$ cat config.mk
export PLATFORM = sky130hd
export DESIGN_NAME = axis_exp_adc_responder
export DESIGN_NICKNAME = d
export VERILOG_FILES = /design/src/rtl/exp_adc_pkg.sv /design/src/rtl/sync_bit.sv /design/src/rtl/axis_exp_adc_responder.sv
export SDC_FILE = /design/constraint.sdc
export NUM_CORES = 1
export LEC_CHECK = 0
export ABC_AREA = 1
export CORE_ASPECT_RATIO = 0.8
export CORE_UTILIZATION = 57
export CTS_BUF_LIST = sky130_fd_sc_hd__clkbuf_8 sky130_fd_sc_hd__clkbuf_16
export DETAILED_ROUTE_END_ITERATION = 6
export GPL_ROUTABILITY_DRIVEN = 0
export HOLD_SLACK_MARGIN = 0.1
export PLACE_DENSITY = 0.91
export SYNTH_ARGS = -nofsm -noshare
export SYNTH_HDL_FRONTEND = slang
export SYNTH_HIERARCHICAL = 1
export SYNTH_SLANG_ARGS = --single-unit
$ cat constraint.sdc
create_clock -name aclk -period 7.5 [get_ports aclk]
set_input_delay 1.5 -clock aclk [delete_from_list [all_inputs] [get_ports aclk]]
set_output_delay 1.5 -clock aclk [all_outputs]
set_load 0.02 [all_outputs]
$ cat src/rtl/exp_adc_pkg.sv
// exp_adc_pkg: constants shared between the EXP ADC responder and the SPI ADC
// controller. It holds the mode encodings, the register-frame opcodes and the
// frame lengths, plus a saturating 8-bit increment used by the status counters.
package exp_adc_pkg;

  localparam logic [1:0]  MODE_CONVERSION = 2'b00;
  localparam logic [1:0]  MODE_REG_ACCESS = 2'b11;

  localparam logic [23:0] EXIT_REG        = 24'h801401;
  localparam logic [2:0]  ENTER_PATTERN   = 3'b101;

  localparam int          REG_FRAME_BITS  = 24;
  localparam int          CNV_BITS        = 32;

  function automatic logic [7:0] sat_inc8(input logic [7:0] v);
    return (v == 8'hFF) ? v : v + 8'd1;
  endfunction

endpackage

$ cat src/rtl/sync_bit.sv
// sync_bit: STAGES-deep flop chain that brings one asynchronous bit into the
// clk_i domain. RST_VAL is the value the whole chain takes during reset.
// Ports: clk_i (clock), rst_i (async active-high reset), d_i (async input),
//        q_o (synchronized output).
module sync_bit #(
  parameter int   STAGES  = 2,
  parameter logic RST_VAL = 1'b0
) (
  input  logic clk_i,
  input  logic rst_i,
  input  logic d_i,
  output logic q_o
);

  logic [STAGES-1:0] sync_q;

  generate
    if (STAGES == 1) begin : g_one
      always_ff @(posedge clk_i or posedge rst_i) begin
        if (rst_i) sync_q <= RST_VAL;
        else       sync_q <= d_i;
      end
    end else begin : g_chain
      always_ff @(posedge clk_i or posedge rst_i) begin
        if (rst_i) sync_q <= {STAGES{RST_VAL}};
        else       sync_q <= {sync_q[STAGES-2:0], d_i};
      end
    end
  endgenerate

  assign q_o = sync_q[STAGES-1];

endmodule

$ cat src/rtl/axis_exp_adc_responder.sv
// axis_exp_adc_responder: SPI responder that emulates the multi-lane EXP ADC.
// It serves as a loopback/test target for the SPI ADC controller.
// Conversion samples come in on s_axis and are shifted out on NUM_SDI lanes
// during a CONVERSION frame. 24-bit register frames captured from spi_sdo are
// emitted on m_axis as {8'h0, frame}.
// Ports: aclk/areset (clock, async active-high reset); spi_csn/spi_sck/spi_sdo
//        (SPI from the controller); spi_sdi (data lanes to the controller);
//        s_axis_* (next sample); m_axis_* (decoded register frames);
//        status (frame_active, sample_loaded, mode, abort/underrun counters).
module axis_exp_adc_responder
  import exp_adc_pkg::*;
#(
  parameter int NUM_SDI     = 4,
  parameter int SYNC_STAGES = 2
) (
  input  logic               aclk,
  input  logic               areset,
  input  logic               spi_csn,
  input  logic               spi_sck,
  input  logic               spi_sdo,
  output logic [NUM_SDI-1:0] spi_sdi,
  input  logic [31:0]        s_axis_tdata,
  input  logic               s_axis_tvalid,
  output logic               s_axis_tready,
  output logic [31:0]        m_axis_tdata,
  output logic               m_axis_tvalid,
  input  logic               m_axis_tready,
  output logic [31:0]        status
);

  localparam logic [5:0] CNV_EDGES = 6'(CNV_BITS / NUM_SDI);
  localparam logic [5:0] REG_EDGES = 6'(REG_FRAME_BITS);
  localparam int         FW        = $clog2(SYNC_STAGES + 1) + 1;
  localparam logic [FW-1:0] FILL_N = FW'(SYNC_STAGES);

  logic csn_s, sck_s, sdo_s;

  sync_bit #(.STAGES(SYNC_STAGES), .RST_VAL(1'b1)) u_sync_csn (
    .clk_i(aclk), .rst_i(areset), .d_i(spi_csn), .q_o(csn_s));
  sync_bit #(.STAGES(SYNC_STAGES), .RST_VAL(1'b0)) u_sync_sck (
    .clk_i(aclk), .rst_i(areset), .d_i(spi_sck), .q_o(sck_s));
  sync_bit #(.STAGES(SYNC_STAGES), .RST_VAL(1'b0)) u_sync_sdo (
    .clk_i(aclk), .rst_i(areset), .d_i(spi_sdo), .q_o(sdo_s));

  logic          csn_q, sck_q;
  logic [FW-1:0] fill_q, fill_d;
  logic          armed_q, armed_d;
  logic          active_q, active_d;
  logic [1:0]    mode_q, mode_d;
  logic [31:0]   hold_q, hold_d;
  logic          loaded_q, loaded_d;
  logic [31:0]   shift_q, shift_d;
  logic [23:0]   cap_q, cap_d;
  logic [5:0]    cnt_q, cnt_d;
  logic          m_valid_q, m_valid_d;
  logic [31:0]   m_data_q, m_data_d;
  logic [7:0]    abort_q, abort_d;
  logic [7:0]    underrun_q, underrun_d;

  // The csn synchronizer resets to 1. That reset value does not count as
  // "seen high". armed_q only rises once the chain has filled from the pin
  // and the pin has been seen high. A controller that holds CSn low through
  // reset therefore cannot start a frame at reset release.
  logic fill_done;
  assign fill_done = (fill_q == FILL_N);

  logic csn_fall, csn_rise, sck_rise, sck_fall, s_hs;
  assign csn_fall = armed_q & csn_q & ~csn_s;
  assign csn_rise = active_q & ~csn_q & csn_s;
  assign sck_rise = active_q & ~sck_q & sck_s;
  assign sck_fall = active_q & sck_q & ~sck_s;
  assign s_hs     = s_axis_tvalid & ~loaded_q;

  always_comb begin
    fill_d     = fill_done ? fill_q : fill_q + 1'b1;
    armed_d    = armed_q | (fill_done & csn_s);
    active_d   = active_q;
    mode_d     = mode_q;
    hold_d     = hold_q;
    loaded_d   = loaded_q;
    shift_d    = shift_q;
    cap_d      = cap_q;
    cnt_d      = cnt_q;
    m_valid_d  = m_valid_q;
    m_data_d   = m_data_q;
    abort_d    = abort_q;
    underrun_d = underrun_q;

    if (s_hs) begin
      hold_d   = s_axis_tdata;
      loaded_d = 1'b1;
    end

    if (csn_fall) begin
      // Use the sample held before this cycle. A handshake in the same cycle
      // stays held for the next frame.
      shift_d  = loaded_q ? hold_q : 32'h0;
      loaded_d = s_hs;
      if (!loaded_q) underrun_d = sat_inc8(underrun_q);
      active_d = 1'b1;
      cap_d    = '0;
      cnt_d    = '0;
    end else if (sck_fall) begin
      shift_d = shift_q << NUM_SDI;
    end

    if (sck_rise) begin
      cap_d = {cap_q[22:0], sdo_s};
      cnt_d = (cnt_q == 6'h3F) ? cnt_q : cnt_q + 6'd1;
    end

    if (m_valid_q && m_axis_tready) m_valid_d = 1'b0;

    if (csn_rise) begin
      active_d = 1'b0;
      // The 24-edge check comes first so a register frame wins when both
      // frame lengths coincide.
      if (cnt_q == REG_EDGES) begin
        if (m_valid_q && !m_axis_tready) begin
          abort_d = sat_inc8(abort_q);
        end else begin
          m_valid_d = 1'b1;
          m_data_d  = {8'h0, cap_q};
          if (mode_q == MODE_CONVERSION && cap_q[23:21] == ENTER_PATTERN)
            mode_d = MODE_REG_ACCESS;
          else if (mode_q == MODE_REG_ACCESS && cap_q == EXIT_REG)
            mode_d = MODE_CONVERSION;
        end
      end else if (!(mode_q == MODE_CONVERSION && cnt_q == CNV_EDGES)) begin
        abort_d = sat_inc8(abort_q);
      end
    end
  end

  always_ff @(posedge aclk or posedge areset) begin
    if (areset) begin
      csn_q      <= 1'b1;
      sck_q      <= 1'b0;
      fill_q     <= '0;
      armed_q    <= 1'b0;
      active_q   <= 1'b0;
      mode_q     <= MODE_CONVERSION;
      hold_q     <= '0;
      loaded_q   <= 1'b0;
      shift_q    <= '0;
      cap_q      <= '0;
      cnt_q      <= '0;
      m_valid_q  <= 1'b0;
      m_data_q   <= '0;
      abort_q    <= '0;
      underrun_q <= '0;
    end else begin
      csn_q      <= csn_s;
      sck_q      <= sck_s;
      fill_q     <= fill_d;
      armed_q    <= armed_d;
      active_q   <= active_d;
      mode_q     <= mode_d;
      hold_q     <= hold_d;
      loaded_q   <= loaded_d;
      shift_q    <= shift_d;
      cap_q      <= cap_d;
      cnt_q      <= cnt_d;
      m_valid_q  <= m_valid_d;
      m_data_q   <= m_data_d;
      abort_q    <= abort_d;
      underrun_q <= underrun_d;
    end
  end

  assign spi_sdi       = (active_q && mode_q == MODE_CONVERSION) ?
                         shift_q[31 -: NUM_SDI] : '0;
  assign s_axis_tready = ~loaded_q;
  assign m_axis_tvalid = m_valid_q;
  assign m_axis_tdata  = m_data_q;
  assign status        = {8'h0, underrun_q, abort_q, 4'h0, mode_q, loaded_q, active_q};

endmodule

# After elaboration in Yosys (flattened, before gate mapping)
# Cells that the tools add are included.
# W data, S select, Z words.
# totals
ff_bits	151
inputBits	39
elab_cells	93
# op_classes
add_sub_neg	4
n_eq_ne	12
n_mux	23
bitwise_logic	18
n_reduce_logical	18
# op_table
cell	n
$mux W32	3
$mux W24	2
$mux W8	4
$eq A24 B24 Y1 const B	1
$mux W6	3
$add A8 B1 Y8 const B	2
$eq A8 B8 Y1 const B	2
$and A1 B1 Y1	10
$reduce_bool A2 Y1	5
$reduce_and A3 Y1	3
$mux W1	8
$not A1 Y1	7
$add A6 B1 Y6 const B	1
$eq A6 B4 Y1 const B	1
$eq A6 B5 Y1 const B	1
$eq A6 B6 Y1 const B	1
$logic_and A1 B1 Y1	6
$mux W2	2
$mux W4	1
$ne A2 B2 Y1 const B	2
$reduce_and A4 Y1	1
$add A3 B1 Y3 const B	1
$eq A3 B2 Y1 const B	1
$eq A3 B3 Y1 const B	1
other kinds (6)	6

# Longest topological paths before layout
# Gate-level depths: netlist of the first run.
# logic_depth
depth_word	5
mapped_depth	10
ltp_nobuf	9

# Cells and area by module
# Netlist of the first run, hierarchy kept.
# modules_own_cells
mod	n_inst	cells_per_inst	area_each_um2	seq_area_each_um2
axis_exp_adc_responder	1	668	6298.5	3604.7
sync_bit at u_sync_sck ...	2	3	53.8	50.0
sync_bit at u_sync_csn	1	3	56.3	52.6

# Worst setup path before layout of the first run
# No wires, ideal clock.
# synth_timing
path_kind	flip-flop to output port
from	reg mode_q[0]
to	out spi_sdi[0]
arrival_time_ns	0.964
slack_ns	5.036
stages_incl_launch_ff	4
path_buffers	0
cell_sequence	dfrtp_1 -> inv_1 -> nand2_1 -> nor2_1
# synth_between
elab_chain_len	3
# synth_rtl
item	line	source
from (decl)	axis_exp_adc_responder.sv:49	logic [1:0] mode_q, mode_d;
from (signal assigned)	axis_exp_adc_responder.sv:158	mode_q <= mode_d;
$logic_not A2 Y1	axis_exp_adc_responder.sv:171	assign spi_sdi = (active_q && mode_q == MODE_CONVERSION) ?
$logic_and A1 B1 Y1	axis_exp_adc_responder.sv:171	
$mux W4	axis_exp_adc_responder.sv:171	
to (decl)	axis_exp_adc_responder.sv:21	output logic [NUM_SDI-1:0] spi_sdi,
# No other way between the ends.

# Final worst setup path of the first run
# layout_timing
from	reg mode_q[0]
to	out spi_sdi[2]
# The elaborated chain is that of the path after synthesis.

==> results.json, run 1 <==
{
  "outcome": "finished, final reports clean",
  "cts_tree": "done",
  "finalHoldViolCount": 0,
  "vias": 4997,
  "io_pins": 109,
  "clk_latency_ns": 0.42,
  "peakVddDrop_uv": 242,
  "ys_warn_count": 6,
  "internal_power_w": 0.00158,
  "fin_setup_tns_ns": 0,
  "cts-hold-fix-buffers": 0,
  "grt_max_degree": 85,
  "grt_pass1_wl_um": 24000,
  "synthDistinctLibCells": 33,
  "drt_wl_total_um": 14500,
  "drtIter0Drc": 424,
  "period_minus_slack_ns": 3.48,
  "io_buffers": 88,
  "cap_violations": 0,
  "max_freq_mhz": 288,
  "via_per_inst": 5.44,
  "clock_power_share": 0.364,
  "fin_area_sq_um": 7900,
  "antenna_cells": 0,
  "switching_share": 0.301,
  "synth_area_per_cell_sq_um": 9.55,
  "grt_pass1_vias": 4942,
  "wl_per_cell_um": 15.8,
  "dpl_cell_area_sq_um": 7330,
  "drv_slew": 0,
  "area_growth_pct": 22.2,
  "remaining_drc_errors": 0,
  "track_usage": 0.264,
  "cts_made_buffers": 17,
  "cts-root-buf": "clkbuf_16",
  "slew_headroom": 0.352,
  "pwr-share-comb": 0.173,
  "cp.arrival_ns": 1.98,
  "worst_clock_skew_ns": 0.00952,
  "syn_inst": 677,
  "setup_viol": 0,
  "timing.final.crit_share": 0.464,
  "p_total_w": 0.00227,
  "worst_pin_slew_ns": 0.970,
  "dr.pass1.iters": 5,
  "drive_gt1_frac": 0.0956,
  "power_density_nw_per_um2": 287,
  "switching_power_w": 0.000683,
  "die_h_um": 97.2,
  "seq_power_share": 0.463,
  "worstSetupEndpointType": "output port",
  "drtAntennaViolNets": 0,
  "startpoint_type": "register",
  "cp.required_ns": 6.00,
  "core_area_sq_um": 10900,
  "postSynthRegisterBits": 150,
  "rows": 34,
  "worstSetupPathType": "reg -> out",
  "cts_setup_buffers": 0,
  "grt.overflow.total": 0,
  "dieArea_sq_um": 11800,
  "nNetsFinal": 806,
  "hp-class": "reg -> reg",
  "ys_seq_area_frac": 0.581,
  "initial_core_util": 0.591,
  "finish.utilization": 0.722,
  "dp_hpwl_um": 9280,
  "synthesis.area_sq_um": 6460,
  "cts.repair.resized": 0,
  "clk_pin_slew_worst_paths_ns": 0.06,
  "rsz0062_at_grt": "no",
  "critPathMaxFanout": 5,
  "leakage_nw": 3.66,
  "htree_levels": 4,
  "die_x_um": 121,
  "cts.sinks": 150,
  "grt_antenna_before_repair": 0,
  "clockBufferDepth": 2
}
==> per-layer routing <==
layer	global-route usage	up-vias	wire (um)
li1	-	2311	-
met1	0.331	2426	5830
met2	0.447	227	7470
met3	0.0669	33	867
met4	0.0836	0	337
met5	0	-	0
==> registers in the layout, summed over array words and instances, names as in the netlist, 2 cells and up <==
name	cells
abort_q	8
cap_q	24
cnt_q	6
fill_q	3
hold_q	32
m_axis_tdata	24
shift_q	32
u_sync_csn/sync_q	2
u_sync_sck/sync_q	2
u_sync_sdo/sync_q	2
underrun_q	8
==> worst paths after layout <==
path	start	end	slack (ns)	cells after the start
max	mode_q[0]	spi_sdi[2]	4.02	4
min	u_sync_sdo/sync_q[0]	u_sync_sdo/sync_q[1]	0.36	0
max reg2reg	cnt_q[0]	mode_q[0]	5.11	9
min reg2reg	u_sync_sdo/sync_q[0]	u_sync_sdo/sync_q[1]	0.36	0
max in group asynchronous	areset	m_axis_tvalid	4.59	3
min in group asynchronous	areset	u_sync_sck/sync_q[0]	1.40	2
==> layout by cell type, fill, tap and decap left out, types with 4 or more instances in the layout <==
cell type        instances
a21oi_1                 13
a22oi_1                  4
a31oi_1                 17
clkbuf_16               17
clkdlybuf4s50_1         88
clkinvlp_4               5
conb_1                  20
dfrtp_1                147
ha_1                     6
inv_1                   80
inv_6                    7
mux2_2                  21
nand2_1                155
nand3_1                 14
nand4_1                  6
nor2_1                  61
nor2_2                   4
o21ai_0                 18
o21ai_1                 22
o21ai_2                  4
o221ai_1                 7
o22ai_1                 23
xnor2_1                  5
xor2_1                  10
==> power by group through the flow <==
stage	Sequential (W)	Clock, W	Combinational, W
after floorplan	0.00105	0	0.000250
after global placement	0.00104	0	0.000364
after detailed placement	0.00105	0	0.000387
after CTS	0.00105	0.000832	0.000395
after global routing	0.00106	0.000872	0.000434
final	0.00105	0.000825	0.000392
==> worst max-delay path, stage by stage (launching register included) <==
cell and delay (ns):
dfrtp_1 0.45, inv_1 0.16, nand2_1 0.13, nor2_1 0.18, clkdlybuf4s50_1 0.64
==> through the flow <==
step,instances,setup WS (ns),hold WS [ns]
CTS,918,4.03,0.358
floorplan,696,2.14,0.331
finish,918,4.02,0.357
detailed placement,886,4.01,0.342
global placement,886,4.13,0.334
global route,918,3.94,0.363
==> kinds of logic after synthesis <==
family / count (synthesis) / synth area share
adders and majority gates: 6 / 0.0116
other: 1 / 0.000580
and+or+nand+nor: 247 / 0.155
AOI/OAI and AO/OA: 109 / 0.100
DFF: 150 / 0.581
buffers and inverters: 128 / 0.0941
xor gates and xnor gates: 15 / 0.0203
muxes: 21 / 0.0366
==> cells in the mapped netlist <==
cell type  instances  share of area
a22oi_1            4         0.0046
nor2_1            61          0.035
dfrtp_1          147           0.57
mux2_2            21          0.037
buf_1              1        0.00058
a31oi_1           17          0.016
nand2_1          155          0.090
nand2_2            2         0.0019
nand3b_1           1         0.0012
buf_6              3         0.0052
o21bai_1           1         0.0012
nor2_2             4         0.0039
buf_4             24          0.028
dfstp_2            3          0.012
ha_1               6          0.012
a21oi_1           13          0.010
nand3_2            1         0.0015
nand3_1           14          0.011
o22ai_1           23          0.022
xnor2_1            5         0.0068
nor3_1             2         0.0015
conb_1             1        0.00058
o21ai_1           22          0.017
clkbuf_1           5         0.0029
xor2_1            10          0.014
inv_2              2         0.0012
buf_2             12         0.0093
o21ai_0           18          0.014
nand3_4            1         0.0027
o221ai_1           7         0.0095
o21ai_2            4         0.0054
inv_1             81          0.047
nand4_1            6         0.0058
==> cell type report <==
cell class	count	area, sq um
clock inverter	15	145
multi-input combinational	418	2170
inverter	83	317
sequential	150	3760
clock buffer	17	425
timing repair buffer	91	903
tap	144	180
fill	695	3040
No activity file was read; power rests on OpenSTA's default activity.
==> run 2, diff against run 1 <==
--- a/config.mk
+++ b/config.mk
@@ -7,12 +7,12 @@
 export LEC_CHECK = 0
 export ABC_AREA = 1
 export CORE_ASPECT_RATIO = 0.8
-export CORE_UTILIZATION = 57
+export CORE_UTILIZATION = 53
 export CTS_BUF_LIST = sky130_fd_sc_hd__clkbuf_8 sky130_fd_sc_hd__clkbuf_16
 export DETAILED_ROUTE_END_ITERATION = 6
 export GPL_ROUTABILITY_DRIVEN = 0
 export HOLD_SLACK_MARGIN = 0.1
-export PLACE_DENSITY = 0.91
+export PLACE_DENSITY = 0.86
 export SYNTH_ARGS = -nofsm -noshare
 export SYNTH_HDL_FRONTEND = slang
 export SYNTH_HIERARCHICAL = 1
==> constraint.sdc (replaced) <==
create_clock -name aclk -period 3.3 [get_ports aclk]
set_input_delay 0.66 -clock aclk [delete_from_list [all_inputs] [get_ports aclk]]
set_output_delay 0.66 -clock aclk [all_outputs]
set_load 0.02 [all_outputs]
==> results.json, run 2 (synthesized netlist as in run 1, its figures left out) <==
{
  "fillCellCount": 812,
  "critPathMaxStageDelay_ns": 0.63,
  "cp.arrival_ns": 1.86,
  "peakVddDrop_uv": 382,
  "worst-r2r-cell-count": 5,
  "drtIter0Drc": 336,
  "crit_buf_inv": 2,
  "worst_clock_skew_ns": 0.00928,
  "vias": 4916,
  "grt_pass1_vias": 4800,
  "cp.required_ns": 2.64,
  "cts_tree": "done",
  "area_growth_pct": 23.7,
  "seq_power_share": 0.449,
  "pwr-share-comb": 0.168,
  "dr.pass1.iters": 7,
  "core_area_sq_um": 11700,
  "rows": 35,
  "internal_power_w": 0.00383,
  "cts_made_buffers": 17,
  "cap_violations": 0,
  "via_per_inst": 5.32,
  "timing.final.crit_share": 0.764,
  "cts.sinks": 150,
  "io_buffers": 88,
  "hold_path_depth": 0,
  "startpoint_type": "register",
  "period_minus_slack_ns": 2.52,
  "initial_core_util": 0.553,
  "cts-root-buf": "clkbuf_16",
  "max_freq_mhz": 397,
  "post-place-cells": 892,
  "outcome": "finished with violations",
  "clk_latency_ns": 0.42,
  "drv_slew": 0,
  "die_h_um": 101,
  "die_x_um": 125,
  "reg_top3": "hold_q (32), shift_q (32)",
  "critPathMaxFanout": 5,
  "fin_cells": 924,
  "failed_checks": "design-rule violations",
  "worstSetupPathType": "reg -> out",
  "clockBufferDepth": 2,
  "htree_levels": 4,
  "cts_setup_buffers": 0,
  "setup_viol": 0,
  "grt_antenna_before_repair": 0,
  "cts-hold-fix-buffers": 0,
  "finalHoldViolCount": 0,
  "worstReg2RegStart": "u_sync_sck/sync_q[1]",
  "r2r_end": "cap_q[9]",
  "min_to": "u_sync_sdo/sync_q[1]",
  "grt_pass1_wl_um": 22900,
  "crit_chain": "inv_1 > nand2_1 > nor2_1 > clkdlybuf4s50_1",
  "clock_power_share": 0.383,
  "io_pins": 109,
  "clk_pin_slew_worst_paths_ns": 0.06,
  "grt.overflow.total": 0,
  "slew_headroom": 0.417,
  "seq_area_sq_um": 3760,
  "drive_gt1_frac": 0.0954,
  "worstSetupEndpointType": "output port",
  "cp_top_family": "buffers and inverters",
  "power_density_nw_per_um2": 662,
  "layout_common_cells": "nand2_1, dfrtp_1, clkdlybuf4s50_1",
  "remaining_drc_errors": 7,
  "drt_wl_total_um": 13800,
  "hp-class": "reg -> reg",
  "dp_hpwl_um": 9220,
  "slowest_stage": "clkdlybuf4s50_1",
  "wl_per_cell_um": 14.9,
  "worst_pin_slew_ns": 0.871,
  "cts.repair.resized": 0,
  "track_usage": 0.232,
  "nNetsFinal": 808,
  "switching_power_w": 0.00147,
  "leakage_nw": 3.71,
  "r2r_slack_ns": 1.14,
  "rsz0062_at_grt": "no",
  "final_common_cell": "nand2_1",
  "fin_setup_tns_ns": 0,
  "antenna_cells": 0,
  "switching_share": 0.277,
  "drtAntennaViolNets": 0,
  "multi_input_area_sq_um": 2170,
  "dieArea_sq_um": 12600,
  "hold_start": "u_sync_sdo/sync_q[0]",
  "grt_max_degree": 63
}
run 2: cell count changes in the layout (fill, tap and decap cells not counted), moves of 2 or more:
cell	before	now
inv_1	80	82
buf_12	0	2
bufinv_16	1	4
inv_6	7	0
run 2: per-layer routing:
layer	global-route usage	vias to the layer above	routed length (um)
met5	0	-	0
met4	0.0985	0	292
met3	0.0462	26	735
met2	0.392	192	6990
met1	0.295	2383	5760
li1	-	2315	-
run 2: power by group through the flow:
stage          registers [W]  logic [W]  clock network, W
2_1_floorplan        0.00238   0.000567                 0
3_3_place_gp         0.00237   0.000830                 0
3_5_place_dp         0.00239   0.000883                 0
4_1_cts              0.00237   0.000896           0.00204
5_1_grt              0.00241   0.000991           0.00212
6_report             0.00238   0.000889           0.00203
run 2: worst max path at each step:
| stage | endpoint | slack (ns) | cells past startpoint | from |
|---|---|---|---|---|
| after floorplan | abort_q[0] | 0.84 | 1 | areset |
| after global placement | hold_q[28] | 1.07 | 3 | s_axis_tvalid |
| after detailed placement | hold_q[29] | 1.04 | 3 | s_axis_tvalid |
| after CTS | spi_sdi[2] | 0.77 | 4 | mode_q[0] |
| after global routing | spi_sdi[3] | 0.69 | 4 | mode_q[0] |
| final | spi_sdi[3] | 0.78 | 4 | mode_q[0] |
run 2: area by class of cell:
class | instances | area share
repair buffers | 93 | 0.118
multi-input cells | 418 | 0.271
well taps | 148 | 0.0232
clock buffers | 18 | 0.0549
inverters | 83 | 0.0394
clock inverters | 14 | 0.0232
flip-flops and latches | 150 | 0.470
run 2: metrics by stage:
stage	area, sq um	power [W]	hold WS (ns)	worst slack, ns	util
after floorplan	6540	0.00295	0.331	0.836	-
after global placement	7370	0.00320	0.334	1.07	0.630
after detailed placement	7370	0.00328	0.344	1.04	0.630
after CTS	7990	0.00531	0.360	0.768	0.684
after global routing	7990	0.00552	0.364	0.685	0.684
final	7990	0.00530	0.354	0.778	0.684
==> run 3, diff against run 2 <==
==> constraint.sdc (replaced) <==
create_clock -name aclk -period 2.5 [get_ports aclk]
set_input_delay 0.5 -clock aclk [delete_from_list [all_inputs] [get_ports aclk]]
set_output_delay 0.5 -clock aclk [all_outputs]
set_load 0.02 [all_outputs]
==> results.json, run 3 (synthesized netlist as in run 1, its figures left out) <==
{
  "outcome": "finished with violations",
  "failed_checks": "design-rule violations",
  "worst_pin_slew_ns": 0.657,
  "peakVddDrop_uv": 573,
  "hold_ws_ns": 0.356,
  "layout_common_cells": "nand2_1, dfrtp_1, clkdlybuf4s50_1",
  "clockBufferDepth": 2,
  "drtAntennaViolNets": 0,
  "htree_levels": 4,
  "drtIter0Drc": 352,
  "startpoint_type": "register",
  "worstSetupPathType": "reg -> out",
  "slew_headroom": 0.560,
  "cts_made_buffers": 17,
  "switching_share": 0.281,
  "cp.arrival_ns": 1.61,
  "rows": 35,
  "nNetsFinal": 814,
  "via_per_inst": 5.28,
  "grt_antenna_before_repair": 0,
  "dp_hpwl_um": 9230,
  "grt_pass1_wl_um": 22900,
  "r2r_slack_ns": 0.54,
  "area_growth_pct": 24.1,
  "drv_slew": 0,
  "core_area_sq_um": 11700,
  "worstSetupEndpointType": "output port",
  "timing.final.crit_share": 0.844,
  "cts_tree": "done",
  "hp-class": "reg -> reg",
  "leakage_nw": 3.79,
  "fillCellCount": 812,
  "fin_setup_tns_ns": 0,
  "drive_gt1_frac": 0.104,
  "cap_violations": 0,
  "critPathMaxFanout": 4,
  "final_common_cell": "nand2_1",
  "grt_max_degree": 81,
  "cts-root-buf": "clkbuf_16",
  "dr.pass1.iters": 7,
  "cts.sinks": 150,
  "cp.required_ns": 2.00,
  "remaining_drc_errors": 7,
  "cts_setup_buffers": 0,
  "clk_pin_slew_worst_paths_ns": 0.06,
  "drt_wl_total_um": 13600,
  "finalHoldViolCount": 0,
  "rsz0062_at_grt": "no",
  "worst_clock_skew_ns": 0.00703,
  "reg_top3": "hold_q (32), shift_q (32)",
  "seq_power_share": 0.456,
  "internal_power_w": 0.00495,
  "clock_power_share": 0.374,
  "power_density_nw_per_um2": 859,
  "grt_pass1_vias": 4908,
  "pwr-share-comb": 0.171,
  "die_x_um": 125,
  "io_buffers": 88,
  "io_pins": 109,
  "wl_per_cell_um": 14.6,
  "clk_latency_ns": 0.42,
  "grt.overflow.total": 0,
  "max_freq_mhz": 474,
  "switching_power_w": 0.00194,
  "antenna_cells": 0,
  "period_minus_slack_ns": 2.11,
  "die_h_um": 101,
  "initial_core_util": 0.553,
  "setup_viol": 0,
  "vias": 4907,
  "dieArea_sq_um": 12600,
  "track_usage": 0.233
}
-- run 3: cell types whose count changed in the layout (fill, tap and decap cells not counted), sizes merged, moves of 2 or more --
cell,before,now
buf,5,11
clkdlybuf4s50,88,84
clkinv,4,7
clkinvlp,5,3
dlymetal6s2s,0,4
-- run 3: worst max-delay path, stage by stage, from the launching register on --
cell	delay [ns]
dfrtp_1	0.41
inv_1	0.16
clkdlybuf4s50_1	0.63
-- run 3: final cells by class --
type                       instances  area (sq um)  share of cell area
clock buffer                      18           439              0.0548
clock inverter                    13           156              0.0195
inverter                          83           315              0.0393
multi-input combinational        418          2170               0.270
sequential                       150          3760               0.468
tap                              148           185              0.0231
timing repair buffer              99           998               0.124
-- run 3: metrics by stage --
step / utilization / area [sq um] / cells / setup WS, ns / power (W)
3_3_place_gp: 0.634 / 7410 / 898 / 0.515 / 0.00424
6_report: 0.686 / 8020 / 929 / 0.391 / 0.00689
3_5_place_dp: 0.634 / 7410 / 898 / 0.500 / 0.00434
2_1_floorplan: - / 6540 / 696 / 0.196 / 0.00389
4_1_cts: 0.685 / 8010 / 929 / 0.0760 / 0.00692
5_1_grt: 0.686 / 8020 / 929 / 0.339 / 0.00719
-- run 3: per-layer routing --
metal  wire length, um  global-route usage  vias to the layer above
li1                  -                   -                     2331
met1              5770               0.292                     2381
met2              6970               0.401                      178
met3               698              0.0472                       17
met4               175              0.0919                        0
met5                 0                   0                        -
-- run 3: repair_timing --
action,4_1_cts,5_1_grt
hold buffers,0,0
gates resized for setup,0,4
setup endpoints to repair,0,4
-- run 3: final timing paths --
check                                     start                   end  cells past startpoint
max                                    loaded_q         s_axis_tready                      2
min in group asynchronous                areset  u_sync_sdo/sync_q[0]                      2
max reg2reg                               csn_q           shift_q[13]                      5
max in group asynchronous                areset      m_axis_tdata[15]                      3
min reg2reg                u_sync_sdo/sync_q[0]  u_sync_sdo/sync_q[1]                      0
min                        u_sync_sdo/sync_q[0]  u_sync_sdo/sync_q[1]                      0
-- run 3: power groups by stage --
stage / clock, W / sequential (W) / combinational, W
final: 0.00258 / 0.00314 / 0.00118
after detailed placement: 0 / 0.00317 / 0.00117
after CTS: 0.00260 / 0.00313 / 0.00119
after global placement: 0 / 0.00314 / 0.00110
after global routing: 0.00270 / 0.00319 / 0.00130
after floorplan: 0 / 0.00314 / 0.000749
